File: config.mk
export PLATFORM = sky130hd
export DESIGN_NAME = block_reducer_flat
export DESIGN_NICKNAME = d
export VERILOG_FILES = /design/src/rtl/mult_pkg.sv /design/src/rtl/block_reducer_if.sv /design/src/rtl/block_reducer_datapath.sv /design/src/rtl/block_reducer.sv /design/src/flat_wrapper.sv
export SDC_FILE = /design/constraint.sdc
export NUM_CORES = 1
export LEC_CHECK = 0
export CAP_MARGIN = 20
export CORE_UTILIZATION = 45
export DETAILED_ROUTE_END_ITERATION = 6
export GPL_TIMING_DRIVEN = 0
export PLACE_DENSITY = 0.68
export SETUP_SLACK_MARGIN = 0.4
export SYNTH_ARGS = -nofsm -noshare
export SYNTH_HDL_FRONTEND = slang
export SYNTH_SLANG_ARGS = --single-unit
File: constraint.sdc
create_clock -name CLK -period 3.1 [get_ports CLK]
set_input_delay 0.62 -clock CLK [delete_from_list [all_inputs] [get_ports CLK]]
set_output_delay 0.62 -clock CLK [all_outputs]
set_load 0.01 [all_outputs]
File: src/rtl/mult_pkg.sv
// Constants and state encoding shared between the multiplier and its block reducer.
package mult_pkg;

  localparam int unsigned MEM_DEPTH  = 64;
  localparam int unsigned MEM_ADDR_W = 6;

  typedef enum logic [1:0] {
    IDLE,
    REQ,
    COLLECT,
    DONE
  } reducer_state_t;

endpackage

File: src/rtl/block_reducer_if.sv
// Request, multiplier read-stream and result handshake signals of the block reducer.
interface block_reducer_if #(
  parameter int unsigned N     = 32,
  parameter int unsigned DEPTH = 64
);
  localparam int unsigned SW = N + $clog2(DEPTH);

  logic          EN_reduce;
  logic          RDY_reduce;
  logic          VALID_memVal;
  logic [N-1:0]  memVal_data;
  logic          EN_blockRead;
  logic          RES_valid;
  logic          RDY_result;
  logic [SW-1:0] RES_sum;
  logic [N-1:0]  RES_min;
  logic [N-1:0]  RES_max;
  logic          ERR_stray;

  modport slave (
    input  EN_reduce, VALID_memVal, memVal_data, RDY_result,
    output RDY_reduce, EN_blockRead, RES_valid, RES_sum, RES_min, RES_max, ERR_stray
  );

  modport master (
    output EN_reduce, VALID_memVal, memVal_data, RDY_result,
    input  RDY_reduce, EN_blockRead, RES_valid, RES_sum, RES_min, RES_max, ERR_stray
  );

endinterface

File: src/rtl/block_reducer_datapath.sv
// Sum/min/max/beat-count registers for one block; last flags the beat that completes it.
module reduce_datapath #(
  parameter int unsigned N     = 32,
  parameter int unsigned DEPTH = 64,
  localparam int unsigned SW   = N + $clog2(DEPTH)
) (
  input  logic          clk,
  input  logic          rst_n,
  input  logic          clear,
  input  logic          accumulate,
  input  logic [N-1:0]  data,
  output logic [SW-1:0] sum_val,
  output logic [N-1:0]  min_val,
  output logic [N-1:0]  max_val,
  output logic          last
);

  localparam int unsigned CW = (DEPTH > 1) ? $clog2(DEPTH) : 1;
  localparam logic [CW-1:0] LAST_CNT = CW'(DEPTH - 1);

  logic [CW-1:0] count;

  // Count never has to hold DEPTH itself: the completing beat is recognised at DEPTH-1.
  assign last = accumulate && (count == LAST_CNT);

  always_ff @(posedge clk or negedge rst_n) begin
    if (!rst_n) begin
      sum_val <= '0;
      min_val <= '1;
      max_val <= '0;
      count   <= '0;
    end else if (clear) begin
      sum_val <= '0;
      min_val <= '1;
      max_val <= '0;
      count   <= '0;
    end else if (accumulate) begin
      sum_val <= sum_val + SW'(data);
      if (data < min_val) min_val <= data;
      if (data > max_val) max_val <= data;
      count <= count + 1'b1;
    end
  end

endmodule

File: src/rtl/block_reducer.sv
// Requests a block read from the multiplier, reduces the beats to sum/min/max and holds the result.
module block_reducer
  import mult_pkg::*;
#(
  parameter int unsigned N     = 32,
  parameter int unsigned DEPTH = MEM_DEPTH
) (
  input logic            CLK,
  input logic            RST_N,
  block_reducer_if.slave bus
);

  localparam int unsigned SW = N + $clog2(DEPTH);

  reducer_state_t state;
  logic           en_block_read;
  logic           rdy_reduce;
  logic           res_valid;
  logic           err_stray;

  logic           clear;
  logic           accumulate;
  logic           stray;
  logic           last;
  logic [SW-1:0]  sum_val;
  logic [N-1:0]   min_val;
  logic [N-1:0]   max_val;

  assign clear      = (state == IDLE) && bus.EN_reduce;
  assign accumulate = ((state == REQ) || (state == COLLECT)) && bus.VALID_memVal;
  assign stray      = ((state == IDLE) || (state == DONE)) && bus.VALID_memVal;

  reduce_datapath #(
    .N     (N),
    .DEPTH (DEPTH)
  ) u_datapath (
    .clk        (CLK),
    .rst_n      (RST_N),
    .clear      (clear),
    .accumulate (accumulate),
    .data       (bus.memVal_data),
    .sum_val    (sum_val),
    .min_val    (min_val),
    .max_val    (max_val),
    .last       (last)
  );

  always_ff @(posedge CLK or negedge RST_N) begin
    if (!RST_N) begin
      state         <= IDLE;
      en_block_read <= 1'b0;
      rdy_reduce    <= 1'b1;
      res_valid     <= 1'b0;
      err_stray     <= 1'b0;
    end else begin
      if (stray) err_stray <= 1'b1;
      unique case (state)
        IDLE: begin
          if (bus.EN_reduce) begin
            state         <= REQ;
            en_block_read <= 1'b1;
            rdy_reduce    <= 1'b0;
          end
        end
        REQ: begin
          // The first beat both ends the request and may already complete a DEPTH=1 block.
          if (bus.VALID_memVal) begin
            en_block_read <= 1'b0;
            if (last) begin
              state     <= DONE;
              res_valid <= 1'b1;
            end else begin
              state <= COLLECT;
            end
          end
        end
        COLLECT: begin
          if (last) begin
            state     <= DONE;
            res_valid <= 1'b1;
          end
        end
        DONE: begin
          if (bus.RDY_result) begin
            state      <= IDLE;
            res_valid  <= 1'b0;
            rdy_reduce <= 1'b1;
          end
        end
        default: state <= IDLE;
      endcase
    end
  end

  assign bus.EN_blockRead = en_block_read;
  assign bus.RDY_reduce   = rdy_reduce;
  assign bus.RES_valid    = res_valid;
  assign bus.ERR_stray    = err_stray;
  assign bus.RES_sum      = sum_val;
  assign bus.RES_min      = min_val;
  assign bus.RES_max      = max_val;

endmodule
File: src/flat_wrapper.sv
// flat-port wrapper written by rule: the top's interface ports become plain ports
module block_reducer_flat import mult_pkg::*;
#(
  parameter int unsigned N     = 32,
  parameter int unsigned DEPTH = MEM_DEPTH
)
  (CLK, RST_N, bus_EN_reduce, bus_VALID_memVal, bus_memVal_data, bus_RDY_result, bus_RDY_reduce, bus_EN_blockRead, bus_RES_valid, bus_RES_sum, bus_RES_min, bus_RES_max, bus_ERR_stray);
  block_reducer_if #(.N(N), .DEPTH(DEPTH)) bus_i ();
  input logic CLK;
  input logic RST_N;
  input wire logic [$bits(bus_i.EN_reduce)-1:0] bus_EN_reduce;
  input wire logic [$bits(bus_i.VALID_memVal)-1:0] bus_VALID_memVal;
  input wire logic [$bits(bus_i.memVal_data)-1:0] bus_memVal_data;
  input wire logic [$bits(bus_i.RDY_result)-1:0] bus_RDY_result;
  output wire logic [$bits(bus_i.RDY_reduce)-1:0] bus_RDY_reduce;
  output wire logic [$bits(bus_i.EN_blockRead)-1:0] bus_EN_blockRead;
  output wire logic [$bits(bus_i.RES_valid)-1:0] bus_RES_valid;
  output wire logic [$bits(bus_i.RES_sum)-1:0] bus_RES_sum;
  output wire logic [$bits(bus_i.RES_min)-1:0] bus_RES_min;
  output wire logic [$bits(bus_i.RES_max)-1:0] bus_RES_max;
  output wire logic [$bits(bus_i.ERR_stray)-1:0] bus_ERR_stray;
  assign bus_i.EN_reduce = bus_EN_reduce;
  assign bus_i.VALID_memVal = bus_VALID_memVal;
  assign bus_i.memVal_data = bus_memVal_data;
  assign bus_i.RDY_result = bus_RDY_result;
  assign bus_RDY_reduce = bus_i.RDY_reduce;
  assign bus_EN_blockRead = bus_i.EN_blockRead;
  assign bus_RES_valid = bus_i.RES_valid;
  assign bus_RES_sum = bus_i.RES_sum;
  assign bus_RES_min = bus_i.RES_min;
  assign bus_RES_max = bus_i.RES_max;
  assign bus_ERR_stray = bus_i.ERR_stray;
  block_reducer #(.N(N), .DEPTH(DEPTH)) u_core (.CLK(CLK), .RST_N(RST_N), .bus(bus_i));
endmodule
==> impl_metrics.json <==
{
  "grtUsageTotal": 0.273,
  "wl_per_cell_um": 18.5,
  "syn_inst": 946,
  "cts-htree-levels": 4,
  "cts_buffer_depth": 2,
  "skew_ps": 9.55,
  "p_total_mw": 12.3,
  "worstSkewPairLatency_ps": 430,
  "synthFlopType": "dfrtp_1",
  "ys_warn_count": 0,
  "detailed_place_hpwl_um": 18000,
  "die_w_um": 136,
  "worst_pin_slew_ps": 671,
  "ys_seq_area_frac": 0.356,
  "irDropWorstVdd_v": 0.000515,
  "cap_violations": 0,
  "fill_cells": 1484,
  "setup_viol_count_final": 0,
  "rows": 48,
  "p_per_area_nw_per_um2": 1100,
  "antenna_found_initial": 0,
  "crit_top_cell": "a21o_1",
  "root_buffer": "clkbuf_16",
  "synth_area_leader_cell": "dfrtp_1",
  "drive_gt1_frac": 0.174,
  "synth_edf_count": 0,
  "synth_nets": 1084,
  "cts_buffers": 17,
  "drt_first_iter_violations": 418,
  "clk_pin_slew_ps": 50,
  "finalHoldViolCount": 0,
  "viasPerCell": 5.57,
  "avgSynthCellArea_um2": 8.59,
  "timing.rr.start": "u_core.u_datapath.min_val[5]",
  "syn_to_final_growth_pct": 37.5,
  "synth_top_area_frac": 0.249,
  "yosysUniqueCellTypes": 57,
  "num_vias": 7627,
  "status": "finished clean",
  "core_region_area_um2": 17500,
  "cp.arrival_ps": 2970,
  "slew_headroom": 0.553,
  "route.detailed.drc": 0,
  "start_util": 0.465,
  "tritoncts": "yes",
  "grt_pass1_vias": 7246,
  "ys_ff_latch": 114,
  "die_area_um2": 18600,
  "fin_tns_setup_ps": 0,
  "synthArstFlopShare": 1.00,
  "io_buffers": 142,
  "ctsHoldBuffers": 0,
  "post-route-min-period_ps": 2630,
  "final_antenna_net_count": 0,
  "critPathLaunchType": "register",
  "critical_path_required_ps": 3440,
  "rsz0062_at_grt": "true",
  "slowest_stage": "dfstp_2",
  "ys_top_cells_by_area": "dfrtp_1, ha_1, dfstp_2, a21oi_1, nand2_1",
  "r2r_cells": 12,
  "multi_input_area_um2": 5180,
  "wl_um": 25400,
  "layout.nets": 1270,
  "worstPathCellList": "inv_2, ha_4, a21o_1, a21o_1, a21oi_2, o21ai_2, a41oi_2, o31ai_4, a21oi_4, buf_12, buf_4, mux2i_1",
  "diodes": 0,
  "die_h_um": 136,
  "end_kind": "register",
  "reg2reg_slack_ps": 470,
  "gp_congestion": 0.871,
  "p_leak_nw": 5.25,
  "seqCellArea_um2": 2900,
  "grt_overflow": 0,
  "cts_sinks": 114,
  "pin_count": 143,
  "grt_max_degree": 73,
  "crit_type": "reg2reg",
  "r2r-end": "u_core.u_datapath.min_val[0]",
  "grt_pass1_wl_um": 38500,
  "period_share": 0.850,
  "drt_first_pass_iters": 6,
  "worstPathMaxFanout": 3,
  "synth_area_um2": 8130,
  "worst_path_largest_cell_delay_ps": 560,
  "slew_violations": 0,
  "hp-class": "in2async",
  "fmax_mhz": 380
}
-- through the flow --
step | instances | utilization | setup slack, ps | hold WS (ps) | instance area (um2)
6_report | 1370 | 0.640 | 466 | 115 | 11200
5_1_grt | 1370 | 0.640 | 343 | 144 | 11200
4_1_cts | 1355 | 0.618 | 392 | 124 | 10800
3_5_place_dp | 1314 | 0.564 | -747 | 445 | 9860
3_3_place_gp | 1313 | 0.563 | -3190 | 442 | 9830
2_1_floorplan | 946 | - | 443 | 324 | 8130
-- Yosys cell counts (7+ instances only) --
library cell / instances
inv_1: 80
o21ai_1: 33
a21o_1: 39
xor2_1: 12
dfstp_2: 33
clkbuf_1: 31
nand3_1: 43
ha_1: 100
a21oi_1: 81
nor2b_1: 8
mux2i_1: 35
xnor2_1: 23
nor2_1: 100
o21bai_1: 7
nand4_1: 21
a211oi_1: 13
dfrtp_1: 81
nand2_1: 100
o21ai_0: 28
-- critical path, delay by kind of cell (launching register included) --
kind            cells  cell delay [ps]
compound gates      7             1170
flops               1              560
buf+inv             3              350
fa+ha+maj           1              240
mux                 1              210
-- power by group --
part	switching [mW]	internal, mW
Combinational	3.74	3.43
Clock	0.718	1.51
Sequential	0.618	2.27
-- routing by layer --
layer | vias to the layer above | track usage | part of all wire
met1 | 3671 | 0.382 | 0.45
met2 | 256 | 0.431 | 0.48
met3 | 24 | 0.0384 | 0.061
met4 | 0 | 0.0895 | 0.014
li1 | 3676 | - | -
met5 | - | 0 | 0
-- cell type report --
class	instances	share of cell area
multi-input cells	710	0.463
flip-flops and latches	114	0.259
repair buffers	167	0.143
clock buffers	23	0.0437
inverters	80	0.0269
well taps	225	0.0252
plain buffers	42	0.0231
clock inverters	9	0.0157
-- cell usage in the layout, fill, tap and decap left out, types with 21 or more instances in the layout --
cell type / netlist / routed
a21oi_1: 81 / 65
nand4_1: 21 / 21
xnor2_1: 23 / 23
nand3_1: 43 / 42
nor2_1: 100 / 99
a21o_1: 39 / 39
ha_1: 100 / 79
clkbuf_2: 0 / 24
dfstp_2: 33 / 33
o21ai_1: 33 / 38
nand2_1: 100 / 100
inv_1: 80 / 77
mux2i_1: 35 / 34
clkdlybuf4s50_1: 0 / 113
dfrtp_1: 81 / 80
-- logic make-up after synthesis --
group	synth area share
flops	0.356
xor+xnor	0.0377
compound gates	0.183
fa+ha+maj	0.156
mux	0.0445
buf+inv	0.0586
simple gates	0.164
-- sequential cells by signal, summed over array words and instances, names as in the netlist --
register and flops:
u_core.u_datapath.sum_val 38, u_core.bus.RDY_reduce 1, u_core.u_datapath.count 6, u_core.u_datapath.max_val 32, u_core.u_datapath.min_val 32, u_core.state 2, u_core.bus.EN_blockRead 1, u_core.bus.ERR_stray 1
u_core.bus.RES_valid 1
-- worst max path at each step --
stage                                   from                       endpoint  cells after the start
2_1_floorplan             bus_memVal_data[0]  u_core.u_datapath.sum_val[30]                     11
3_3_place_gp                           RST_N     u_core.u_datapath.count[4]                      1
3_5_place_dp              bus_memVal_data[1]  u_core.u_datapath.min_val[16]                     11
4_1_cts        u_core.u_datapath.min_val[26]   u_core.u_datapath.min_val[5]                     11
5_1_grt                  bus_memVal_data[11]  u_core.u_datapath.sum_val[30]                     12
6_report        u_core.u_datapath.min_val[5]   u_core.u_datapath.min_val[0]                     12
-- repair_timing --
item | 4_1_cts | 5_1_grt
gates cloned | 0 | 2
pin swaps | 9 | 20
endpoints found under the setup margin | 96 | 83
setup buffers | 9 | 13
resized for setup | 82 | 114
Power figures use the tool's default switching activity.
==> patch: new RTL, config.mk and constraints unchanged <==
Encoding of `reducer_state_t`: now one-hot (4 bits for 4 states).
--- a/src/rtl/mult_pkg.sv
+++ b/src/rtl/mult_pkg.sv
@@ -5,9 +5,9 @@
   localparam int unsigned MEM_ADDR_W = 6;
 
-  typedef enum logic [1:0] {
-    IDLE,
-    REQ,
-    COLLECT,
-    DONE
+  typedef enum logic [3:0] {
+    IDLE    = 4'b0001,
+    REQ     = 4'b0010,
+    COLLECT = 4'b0100,
+    DONE    = 4'b1000
   } reducer_state_t;
 
Check against the original RTL: no difference found for any inputs over 4 cycles, from zero or initial values and one cycle with RST_N low; so few cycles prove little.
==> patch against the original RTL <==
- design area is 0.70% lower
- via count is 0.85% higher
- total power is 12% lower
- largest cell class unchanged
- worst setup slack worse by 0.045 ns
- area after synthesis is 2.9% higher
- hold slack worse by 0.019 ns
- highest routed layer unchanged
- sequential cell count is 2 higher
- the flow now finishes with violations (DRC)
- wire length is 2.3% lower
==> patch: results (changes against the original RTL) <==
Non-clk invs 74 (-7.5%); met3 Use GR 0.0461 (+0.00766); non-clk buf share 0.153 (-0.0130); post-CTS resize count 91 (+11%); first-pass detailed-route iteration total 7 (+1); number of buffers created by CTS 17 (unchanged); Tot GR Track Use 0.264 (-0.00881); syn_nets 1058 (-2.4%); met3 WL 1460 µm (-5.9%); Routability Congestion 0.896 (+2.9%); compound-cell area share of the yosys netlist 0.231 (+0.0483); Post-DP Area 10100 µm² (+2.8%); post-DP HPWL 18500 µm (+3.0%); delay-heaviest family, CP compound AO/OA/AOI/OAI gates; Reg area 2950 µm² (+1.7%); drt drc 14 (+14); Seq/Total Area, Yosys 0.352 (-0.00403); DR vias/cell 5.75 (+3.3%); first-pass GRT wire length 39600 µm (+2.7%); Switch Pwr 4.46 mW (-12%); Power Density 979 nW/µm² (-11%); Setup Fix Bufs, Post-CTS 4 (-5); Max FO, Critical Path 6 (+3); CP max stage delay 0.38 ns (-0.18 ns); multiplexer share of the synthesized area 0.0466 (+0.00217); metal1 wirelength 11300 µm (-1.2%); share of cells above drive strength 1 0.151 (-0.0231); clk_skew 0.0100 ns (+0.000463 ns); met2 usage 0.434 (+0.00295); Adder-Cell Fraction of Synth Area 0.146 (-0.0104); status finished, violations left; sequential power share 0.253 (+0.018); overall power 10.9 mW (-12%); fin nets 1229 (-3.2%); Signal buffers 196 (-6.2%); synth unique cells 72 (+26%); IR drop worst, VDD 590 µV (+15%); CTS root buf clkbuf_16; clock buf count 21 (-8.7%); WL met2 11700 µm (-2.9%); clock-cell share of area 0.0534 (-0.00589); vias in the first global route 7538 (+4.0%); Detailed Route WL 24800 µm (-2.3%); Pleak 5.12 nW (-2.5%); Rel. slew slack 0.609 (+0.0567); P_clk 2.02 mW (-9.4%); Area contributors post-synth dfrtp_1, ha_1, dfstp_2; XOR/XNOR Fraction of Synth Area 0.0314 (-0.00631); Iteration-0 DRC Markers 603 (+44%); Sink Count 116 (+1.8%); CP max-delay cell dlygate4sd2_1; fraction of area in multi-input gates 0.477 (+0.0138); Fillers 1594 (+7.4%); largest net degree at the start of global routing 83 (+14%); M1 GR Usage 0.354 (-0.0280); post-placement setup slack -0.608 ns (+0.139 ns); Multi-input comb cells 690 (-2.8%); synth cell count leaders nand2_1, ha_1, dfrtp_1; failing checks DRC; r2r worst-path depth 10 (-2)
-- patch: worst paths after layout --
path | from | end | slack, ns
setup reg to reg | u_core.u_datapath.sum_val[0] | u_core.u_datapath.sum_val[24] | 0.44
min in group CLK | u_core.bus.RDY_reduce | u_core.bus.RDY_reduce | 0.46
setup / recovery | bus_memVal_data[10] | u_core.u_datapath.sum_val[33] | 0.42
max in group asynchronous | RST_N | u_core.u_datapath.min_val[22] | 2.24
hold reg to reg | u_core.bus.RDY_reduce | u_core.bus.RDY_reduce | 0.46
hold / removal | RST_N | u_core.u_datapath.max_val[6] | 0.1
-- patch: stage by stage --
| stage | instances | TNS, ns | hold WS (ns) |
|---|---|---|---|
| after floorplan | 924 | 0 | 0.324 |
| after global placement | 1295 | -361.69 | 0.452 |
| after detailed placement | 1296 | -31.32 | 0.456 |
| after CTS | 1332 | 0 | 0.0992 |
| after global routing | 1337 | 0 | 0.110 |
| final | 1337 | 0 | 0.0961 |
